`src/rtl/alu_pkg.sv`:
```
// Shared opcode/state types and helpers for the handshaked sequential ALU.
package alu_pkg;

  typedef enum logic [3:0] {
    OP_ADD = 4'd0,
    OP_SUB = 4'd1,
    OP_MUL = 4'd2,
    OP_DIV = 4'd3,
    OP_MOD = 4'd4,
    OP_AND = 4'd5,
    OP_OR  = 4'd6,
    OP_XOR = 4'd7,
    OP_SHL = 4'd8,
    OP_SHR = 4'd9
  } op_t;

  typedef enum logic [1:0] {
    IDLE = 2'd0,
    CALC = 2'd1,
    ITER = 2'd2,
    HOLD = 2'd3
  } state_t;

  localparam logic [3:0] OP_LAST = 4'd9;

  function automatic logic is_iter(input op_t op);
    return (op == OP_MUL) || (op == OP_DIV) || (op == OP_MOD);
  endfunction

endpackage

```
`src/rtl/alu_iter_n.sv`:
```
// Iterative datapath: unsigned shift-add multiply and restoring divide, one step per cycle.
module alu_iter_n
  import alu_pkg::*;
#(
  parameter int N = 4
) (
  input  logic         clk,
  input  logic         reset,
  input  logic         start,
  input  op_t          op,
  input  logic [N-1:0] a,
  input  logic [N-1:0] b,
  output logic         done,
  output logic [N-1:0] prod_lo,
  output logic [N-1:0] prod_hi,
  output logic [N-1:0] quot,
  output logic [N-1:0] rem
);

  localparam int CW = $clog2(N);

  logic          r_active;
  logic          r_isMul;
  logic [CW-1:0] r_cnt;
  logic [2*N-1:0] r_acc;
  logic [2*N-1:0] r_mcand;
  logic [N-1:0]  r_mplier;
  logic [N-1:0]  r_rem;
  logic [N-1:0]  r_quo;
  logic [N-1:0]  r_div;

  logic [2*N-1:0] w_accNext;
  logic [N:0]     w_remSh;
  logic [N:0]     w_diff;
  logic           w_fit;
  logic [N-1:0]   w_remNext;
  logic [N-1:0]   w_quoNext;

  assign w_accNext = r_acc + (r_mplier[0] ? r_mcand : '0);

  // Restoring step: shift the next dividend bit into the partial remainder and
  // keep the subtraction only when the divisor fits.
  assign w_remSh   = {r_rem, r_quo[N-1]};
  assign w_diff    = w_remSh - {1'b0, r_div};
  assign w_fit     = ~w_diff[N];
  assign w_remNext = w_fit ? w_diff[N-1:0] : w_remSh[N-1:0];
  assign w_quoNext = {r_quo[N-2:0], w_fit};

  // Outputs expose the result of the step taking place this cycle, so the
  // final values are ready while done is high.
  assign done    = r_active && (r_cnt == '0);
  assign prod_lo = w_accNext[N-1:0];
  assign prod_hi = w_accNext[2*N-1:N];
  assign quot    = w_quoNext;
  assign rem     = w_remNext;

  always_ff @(posedge clk or negedge reset) begin
    if (!reset) begin
      r_active <= 1'b0;
      r_isMul  <= 1'b0;
      r_cnt    <= '0;
      r_acc    <= '0;
      r_mcand  <= '0;
      r_mplier <= '0;
      r_rem    <= '0;
      r_quo    <= '0;
      r_div    <= '0;
    end else if (start) begin
      r_active <= 1'b1;
      r_isMul  <= (op == OP_MUL);
      r_cnt    <= CW'(N-1);
      r_acc    <= '0;
      r_mcand  <= {{N{1'b0}}, a};
      r_mplier <= b;
      r_rem    <= '0;
      r_quo    <= a;
      r_div    <= b;
    end else if (r_active) begin
      r_cnt <= r_cnt - 1'b1;
      if (done) begin
        r_active <= 1'b0;
      end
      if (r_isMul) begin
        r_acc    <= w_accNext;
        r_mcand  <= {r_mcand[2*N-2:0], 1'b0};
        r_mplier <= {1'b0, r_mplier[N-1:1]};
      end else begin
        r_rem <= w_remNext;
        r_quo <= w_quoNext;
      end
    end
  end

endmodule

```
`src/rtl/alu_seq_n.sv`:
```
// Handshaked ALU: captures an operation, executes it (iteratively for MUL/DIV/MOD)
// and holds result/flags until the consumer accepts them.
module alu_seq_n
  import alu_pkg::*;
#(
  parameter int N = 4
) (
  input  logic         clk,
  input  logic         reset,
  input  logic         in_valid,
  output logic         in_ready,
  input  logic [N-1:0] in1,
  input  logic [N-1:0] in2,
  input  logic [3:0]   mode,
  output logic         out_valid,
  input  logic         out_ready,
  output logic [N-1:0] result,
  output logic         out_neg,
  output logic         out_cero,
  output logic         out_carry,
  output logic         out_des,
  output logic         busy
);

  state_t       r_state;
  logic [N-1:0] r_a;
  logic [N-1:0] r_b;
  logic [3:0]   r_mode;
  logic [N-1:0] r_result;
  logic         r_neg;
  logic         r_cero;
  logic         r_carry;
  logic         r_des;
  logic         r_outValid;
  logic         r_inReady;
  logic         r_busy;

  op_t          w_op;
  logic         w_divZero;
  logic         w_start;
  logic [N:0]   w_sum;
  logic [N:0]   w_diff;
  logic [N-1:0] w_res;
  logic         w_carry;
  logic         w_neg;
  logic         w_des;
  logic         w_iterDone;
  logic [N-1:0] w_prodLo;
  logic [N-1:0] w_prodHi;
  logic [N-1:0] w_quot;
  logic [N-1:0] w_rem;
  logic [N-1:0] w_iterRes;
  logic         w_iterCarry;

  assign w_op      = op_t'(r_mode);
  assign w_divZero = ((w_op == OP_DIV) || (w_op == OP_MOD)) && (r_b == '0);
  assign w_start   = (r_state == CALC) && is_iter(w_op) && !w_divZero;
  assign w_sum     = {1'b0, r_a} + {1'b0, r_b};
  assign w_diff    = {1'b0, r_a} - {1'b0, r_b};

  alu_iter_n #(.N(N)) u_iter (
    .clk     (clk),
    .reset   (reset),
    .start   (w_start),
    .op      (w_op),
    .a       (r_a),
    .b       (r_b),
    .done    (w_iterDone),
    .prod_lo (w_prodLo),
    .prod_hi (w_prodHi),
    .quot    (w_quot),
    .rem     (w_rem)
  );

  // Single-cycle results; the DIV/MOD arm only matters for a zero divisor.
  always_comb begin
    w_res   = '0;
    w_carry = 1'b0;
    w_neg   = 1'b0;
    w_des   = 1'b0;
    case (w_op)
      OP_ADD: begin
        w_res   = w_sum[N-1:0];
        w_carry = w_sum[N];
        w_neg   = w_sum[N-1];
        w_des   = (r_a[N-1] == r_b[N-1]) && (w_sum[N-1] != r_a[N-1]);
      end
      OP_SUB: begin
        w_res   = w_diff[N-1:0];
        w_carry = w_diff[N];
        w_neg   = w_diff[N-1];
        w_des   = (r_a[N-1] != r_b[N-1]) && (w_diff[N-1] != r_a[N-1]);
      end
      OP_DIV, OP_MOD: begin
        w_res = '1;
        w_des = 1'b1;
      end
      OP_AND: w_res = r_a & r_b;
      OP_OR:  w_res = r_a | r_b;
      OP_XOR: w_res = r_a ^ r_b;
      OP_SHL: begin
        w_res   = {r_a[N-2:0], 1'b0};
        w_carry = r_a[N-1];
      end
      OP_SHR: begin
        w_res   = {1'b0, r_a[N-1:1]};
        w_carry = r_a[0];
      end
      OP_MUL: w_res = '0;
      default: w_des = (r_mode > OP_LAST);
    endcase
  end

  always_comb begin
    w_iterRes   = w_rem;
    w_iterCarry = 1'b0;
    if (w_op == OP_MUL) begin
      w_iterRes   = w_prodLo;
      w_iterCarry = |w_prodHi;
    end else if (w_op == OP_DIV) begin
      w_iterRes = w_quot;
    end
  end

  always_ff @(posedge clk or negedge reset) begin
    if (!reset) begin
      r_state    <= IDLE;
      r_a        <= '0;
      r_b        <= '0;
      r_mode     <= '0;
      r_result   <= '0;
      r_neg      <= 1'b0;
      r_cero     <= 1'b0;
      r_carry    <= 1'b0;
      r_des      <= 1'b0;
      r_outValid <= 1'b0;
      r_inReady  <= 1'b1;
      r_busy     <= 1'b0;
    end else begin
      case (r_state)
        IDLE: begin
          if (in_valid) begin
            r_a       <= in1;
            r_b       <= in2;
            r_mode    <= mode;
            r_state   <= CALC;
            r_inReady <= 1'b0;
            r_busy    <= 1'b1;
          end
        end
        CALC: begin
          if (w_start) begin
            r_state <= ITER;
          end else begin
            r_result   <= w_res;
            r_cero     <= (w_res == '0);
            r_carry    <= w_carry;
            r_neg      <= w_neg;
            r_des      <= w_des;
            r_state    <= HOLD;
            r_busy     <= 1'b0;
            r_outValid <= 1'b1;
          end
        end
        ITER: begin
          if (w_iterDone) begin
            r_result   <= w_iterRes;
            r_cero     <= (w_iterRes == '0);
            r_carry    <= w_iterCarry;
            r_neg      <= 1'b0;
            r_des      <= 1'b0;
            r_state    <= HOLD;
            r_busy     <= 1'b0;
            r_outValid <= 1'b1;
          end
        end
        HOLD: begin
          if (out_ready) begin
            r_state    <= IDLE;
            r_outValid <= 1'b0;
            r_inReady  <= 1'b1;
          end
        end
        default: begin
          r_state    <= IDLE;
          r_outValid <= 1'b0;
          r_inReady  <= 1'b1;
          r_busy     <= 1'b0;
        end
      endcase
    end
  end

  assign in_ready  = r_inReady;
  assign out_valid = r_outValid;
  assign result    = r_result;
  assign out_neg   = r_neg;
  assign out_cero  = r_cero;
  assign out_carry = r_carry;
  assign out_des   = r_des;
  assign busy      = r_busy;

endmodule

```
`config.mk`:
```
export PLATFORM = sky130hd
export DESIGN_NAME = alu_seq_n
export DESIGN_NICKNAME = d
export VERILOG_FILES = /design/src/rtl/alu_pkg.sv /design/src/rtl/alu_iter_n.sv /design/src/rtl/alu_seq_n.sv
export SDC_FILE = /design/constraint.sdc
export NUM_CORES = 1
export LEC_CHECK = 0
export ABC_AREA = 1
export CORE_AREA = 2 2 116 96
export DETAILED_ROUTE_END_ITERATION = 8
export DIE_AREA = 0 0 118 98
export PLACE_DENSITY = 0.54
export SYNTH_ARGS = -nofsm -noshare
export SYNTH_HDL_FRONTEND = slang
export SYNTH_HIERARCHICAL = 1
export SYNTH_SLANG_ARGS = --single-unit
```
`constraint.sdc`:
```
create_clock -name clk -period 2.6 [get_ports clk]
set_input_delay 0.52 -clock clk [delete_from_list [all_inputs] [get_ports clk]]
set_output_delay 0.52 -clock clk [all_outputs]
set_load 0.02 [all_outputs]
```
==> impl_metrics.ini <==
[setup_path]
endpoint_kind = flop
worstPathMaxFanout = 6
worstPathRequired_ns = 2.81
worstPathCellList = inv_1, ha_1, inv_1, fa_1, nand2_1, nand2_1, nand2_1, nand2_2, nand2_4, nand2_1, and2_1, nand2_1, nand3_1, o21ai_1, nor2_1, a21oi_1, o21ai_0
crit_family = simple AND/OR/NAND/NOR gates
slowest_delay_ns = 0.40
r2r_slack_ns = 0.21
cp.arrival_ns = 2.60
crit_top_cell = nand2_1
timing.critical_path.buf_inv = 2
r2r_end = result[0]
critPathKind = flop to flop
rr_worst_depth = 17
worst_path_max_delay_cell = fa_1
r2r_start = u_iter/r_quo[3]
startpoint_type = flop

[sta]
setup_viol = 0
rsz0062_at_grt = no
slew_violations = 0
fin_skew_ns = 0.00545
fmax_mhz = 418
timing.final.crit_share_pct = 92.0
tns_ns = 0
fin_ws_ns = 0.208
relSlewSlack_pct = 48.8
final.min_clock_period_ns = 2.39
finalHoldViolCount = 0
tightest_slew_ns = 0.766

[route]
drc = 0
drt-total-wl_mm = 10.2
drtIter0Drc = 257
viasPerCell = 4.87
vias = 3529
wl_per_cell_um = 14.0
drtPass1Iterations = 5
final_antenna_net_count = 0

[global_routing]
grt_max_degree = 39
antenna_found_initial = 0
grt_use_total_pct = 19.2
grt_overflow = 0
grt_pass1_wl_mm = 17.5
grt_pass1_vias = 3369

[placement]
dpl.hpwl_mm = 7.87
dpl-instance-area_um2 = 4480
place_ws_ns = 0.202
place_congestion = 0.912
portBuffers = 26

[cts]
cts_hold_buf = 0
ctsRootBufferMaster = clkbuf_16
h-tree-depth = 3
cts-resized-gates = 0
clockBufferDepth = 2
clk-insertion-delay-late_ns = 0.33
path_clk_slew_ns = 0.05
cts_tree = built
cts_buffers = 9
cts_setup_buffers = 0
cts_sinks = 61

[power_and_ir_drop]
p_total_uw = 2180
power.leakage_uw = 0.00254
ir_drop_uv = 263
power_density_nw_per_um2 = 457

[final_layout]
nNetsFinal = 624
utilization_pct = 45.5
regArea_um2 = 1530
area_growth_syn_to_layout_pct = 16.9
multi_input_area_um2 = 2200
nFillCells = 1076
antenna_cells = 0
final_area_um2 = 4780
final_cell_mix = nand2_1 (155), inv_1 (71), dfrtp_1 (59), nor2_1 (52), nand3_1 (39)
drive_above_1_share_pct = 7.93
largest_registers = u_iter/r_acc: 8 flops, u_iter/r_mcand: 8 flops
final_common_cell = nand2_1

[yosys]
synth_cell_types = 38
ys.warnings.count = 6
synth-edff-count = 0
synth-xor-area-share_pct = 1.29
synth-main-ff-cell = dfrtp_1
synth-async-reset-ratio_pct = 100
synth_cells = 547
synth_mux_area_share_pct = 0
synth-adder-area-share_pct = 10.8
syn_area_um2 = 4090
synth-seq-cells = 61
synth_compound_area_share_pct = 10.6
ys_seq_area_share_pct = 37.4
syn_nets = 596
synth.avg_cell_area_um2 = 7.47
synth_top_family_by_area = simple AND/OR/NAND/NOR gates
yosys.area_share.simple_pct = 31.0

[outcome]
status = completed

[job]
cap_violations = 0

[floorplan]
num_io_pins = 27
core_um2 = 10500
fp-row-count = 34
die_area_um2 = 11600
start_util_pct = 38.9
die_w_um = 118
die_y_um = 98

[hold_path]
hold_class = input pin to asynchronous set/reset pin
power by group:
part / internal, uW / switching, uW / leakage (uW)
logic: 21.7 / 22.2 / 0.00161
clock network: 764 / 424 / 0.000143
registers: 951 / 0 / 0.000779
total: 1740 / 446 / 0.00254
per-layer routing:
layer	vias up	share of wire (%)	GRT usage (%)	routed length, um
met5	-	0	0	0
met4	0	2.1	6.77	215
met3	20	6.0	5.14	607
met2	93	40	26.7	4090
met1	1610	52	28.6	5250
li1	1806	-	-	-
metrics by stage:
stage          hold WS [ns]  instances
4_1_cts               0.218        724
6_report              0.189        724
5_1_grt               0.235        724
2_1_floorplan         0.224        547
3_3_place_gp          0.463        708
3_5_place_dp          0.471        708
worst max-delay path by stage:
stage / startpoint / endpoint / slack [ns] / cells after the start
floorplan: u_iter/r_quo[3] / out_cero / 0.47 / 18
global placement: u_iter/r_mplier[0] / out_carry / 0.21 / 13
detailed placement: u_iter/r_mplier[0] / out_carry / 0.20 / 13
CTS: u_iter/r_mplier[0] / out_carry / 0.17 / 13
global route: u_iter/r_quo[3] / result[0] / 0.002 / 17
finish: u_iter/r_quo[3] / result[0] / 0.21 / 17
cell usage after synthesis, types with 3 or more instances:
cell      count  area [um2]
a22o_1        4        35.0
ha_1         29         363
o221ai_1      5        43.8
nand2_1     155         582
and2_1        6        37.5
o21ai_0      23         115
nand2_2       8        50.1
clkbuf_1      4        15.0
buf_4         4        30.0
nand4_1       3        18.8
or2_2         5        31.3
inv_2         5        18.8
o22ai_1       4        25.0
inv_1        71         267
a21oi_1      26         130
nand3_1      39         195
nor2_1       52         195
o211ai_1      5        37.5
fa_1          4        80.1
nand3b_1      9        67.6
dfrtp_1      60        1500
xor2_1        5        43.8
cell families (layout without fill, tap and decap cells):
family	count (synthesis)	in the layout
xor gates and xnor gates	6	6
AOI/OAI and AO/OA	73	73
and+or+nand+nor	286	286
adders and majority gates	33	33
DFF	61	61
buffers and inverters	88	121
final cells by class:
class                      count  area share (%)
inverter                      77            6.05
clock buffer                  12            5.16
clock inverter                 4           0.996
sequential                    61            32.0
timing repair buffer          28            5.92
multi-input combinational    398            46.1
tap                          144            3.77
(Power assumes the default switching activity.)
==> variant (same flow settings) <==
Add an input register stage for `mode`, cleared by the reset; this delays it by one clock. The other inputs are not delayed to match.
--- a/src/rtl/alu_seq_n.sv
+++ b/src/rtl/alu_seq_n.sv
@@ -22,6 +22,16 @@
   output logic         busy
 );
 
+  logic [3:0] mode_q;
+
+  always_ff @(posedge clk or negedge reset) begin
+    if (!reset) begin
+      mode_q <= '0;
+    end else begin
+      mode_q <= mode;
+    end
+  end
+
   state_t       r_state;
   logic [N-1:0] r_a;
   logic [N-1:0] r_b;
@@ -142,7 +152,7 @@
           if (in_valid) begin
             r_a       <= in1;
             r_b       <= in2;
-            r_mode    <= mode;
+            r_mode    <= mode_q;
             r_state   <= CALC;
             r_inReady <= 1'b0;
             r_busy    <= 1'b1;
Function: changed (Yosys sat finds a counterexample within 4 cycles, from zero or initial values and one cycle with reset low).
==> variant against the original RTL <==
- hold slack improved by 0.014 ns
- critical path depth is 5 lower
- critical path type unchanged
- wire length grew 4.8%
- synthesized area increased by 4.5%
- sequential cell count rose by 4
- non-clock buffer count increased by 2
- worst setup slack better by 0.092 ns
- final area is 3.9% higher
Power is not compared: it rests on default switching activity, and its combinational part moved more than twofold at a synthesized area within 25%.
==> variant: results (changes against the original RTL) <==
| Metric | Value |
|---|---|
| Status | `completed` |
| RePlAce Congestion | `0.914 (+0.24%)` |
| FFs w/ async S/R, synth | `1.00 (unchanged)` |
| DR vias/cell | `4.90 (+0.48%)` |
| Final wirelength | `10600 um (+4.8%)` |
| Vias in the first global route | `3670 (+8.9%)` |
| Hpwl dp | `8280 um (+5.2%)` |
| Max stage delay on crit path | `0.53 ns (+0.13 ns)` |
| Arrival time worst endpoint | `2.52 ns (-0.08 ns)` |
| GRT met2 Usage | `0.307 (+0.0398)` |
| Pins over their slew limit | `0 (unchanged)` |
| Seq/Total Area, Yosys | `0.381 (+0.00745)` |
| Post-route insts no fill | `734 (+1.4%)` |
| Worst Clk Skew | `0.00904 ns (+0.00359 ns)` |
| Slew @ Worst Pin | `0.625 ns (-0.141 ns)` |
| Routing usage on met1 | `0.292 (+0.00606)` |
| Largest net degree at the start of global routing | `43 (+10%)` |
| Synth cell count leaders | `nand2_1 (154), inv_1 (69), dfrtp_1 (64), nor2_1 (51), nand3_1 (46)` |
| Postcts setup bufs | `0 (unchanged)` |
| DRT iter0 DRCs | `296 (+15%)` |
| Global-route wire length before repair | `18600 um (+6.5%)` |
| Max stage delay cell, worst path | `dfrtp_1` |
| Area after DPL | `0.00466 mm2 (+4.1%)` |
| Cells after DPL | `719 (+1.6%)` |
| Fin area | `0.00496 mm2 (+3.9%)` |
| Most area-consuming cells after synthesis | `dfrtp_1 (38%), nand2_1 (14%), ha_1 (8.5%), inv_1 (6.1%), nand3_1 (5.4%)` |
| Share of cells above drive strength 1 | `0.103 (+0.0241)` |
| Total Nets Final | `635 (+1.8%)` |
| R2r setup slk | `0.30 ns (+0.09 ns)` |
| Met3 GRT Util | `0.0415 (-0.00993)` |
| XOR/XNOR share of the synthesized area | `0.0144 (+0.00150)` |
| Final Cycle Share | `0.885 (-0.0355)` |
| Clock latency on the worst-skew pair | `0.33 ns (about the same)` |
| CP top delay family | `flip-flops` |
| Critical Path Source | `r_a[2]` |
| Critical Path End | `out_carry` |
| Comb. pwr | `3.33 mW` |
| Worst Path Max Fanout | `7 (+1)` |
| Synth Area in Adders | `0.104 (-0.00464)` |
| FF-to-FF path depth | `12 (-5)` |
| All-Layer GR Usage | `0.203 (+0.0102)` |
| Post-Syn Nets | `606 (+1.7%)` |
| Mapped Cells | `557 (+1.8%)` |
| Place WS | `0.284 ns (+0.0822 ns)` |
| Post-synth cell types | `37 (-2.6%)` |
| Compound-Gate Fraction of Synth Area | `0.0944 (-0.0119)` |
-- variant: changes by cell type after synthesis, sizes merged, moves of 2 or more --
cell	unedited run	this run
a21oi	27	23
dfrtp	60	64
inv	76	78
nand2	165	173
nand3	40	46
nand3b	11	9
-- variant: stage by stage --
| stage | hold WS [ns] | power, mW |
|---|---|---|
| detailed placement | 0.475 | 5.05 |
| CTS | 0.215 | 6.31 |
| floorplan | 0.224 | 4.23 |
| global placement | 0.470 | 5.04 |
| finish | 0.203 | 6.29 |
| global route | 0.240 | 6.94 |
-- variant: metal layers --
layer  vias to the layer above  part of all wire
met5                         -                 0
met4                         0             0.021
met3                        20             0.034
met2                        71              0.42
met1                      1671              0.52
li1                       1833                 -
-- variant: final cells by class --
| class | instances | area (um2) |
|---|---|---|
| fillers | 1102 | 5550 |
| multi-input cells | 402 | 2270 |
| flip-flops and latches | 65 | 1630 |
| repair buffers | 30 | 298 |
| inverters | 78 | 293 |
| clock buffers | 12 | 256 |
| well taps | 144 | 180 |
| clock inverters | 3 | 40.0 |
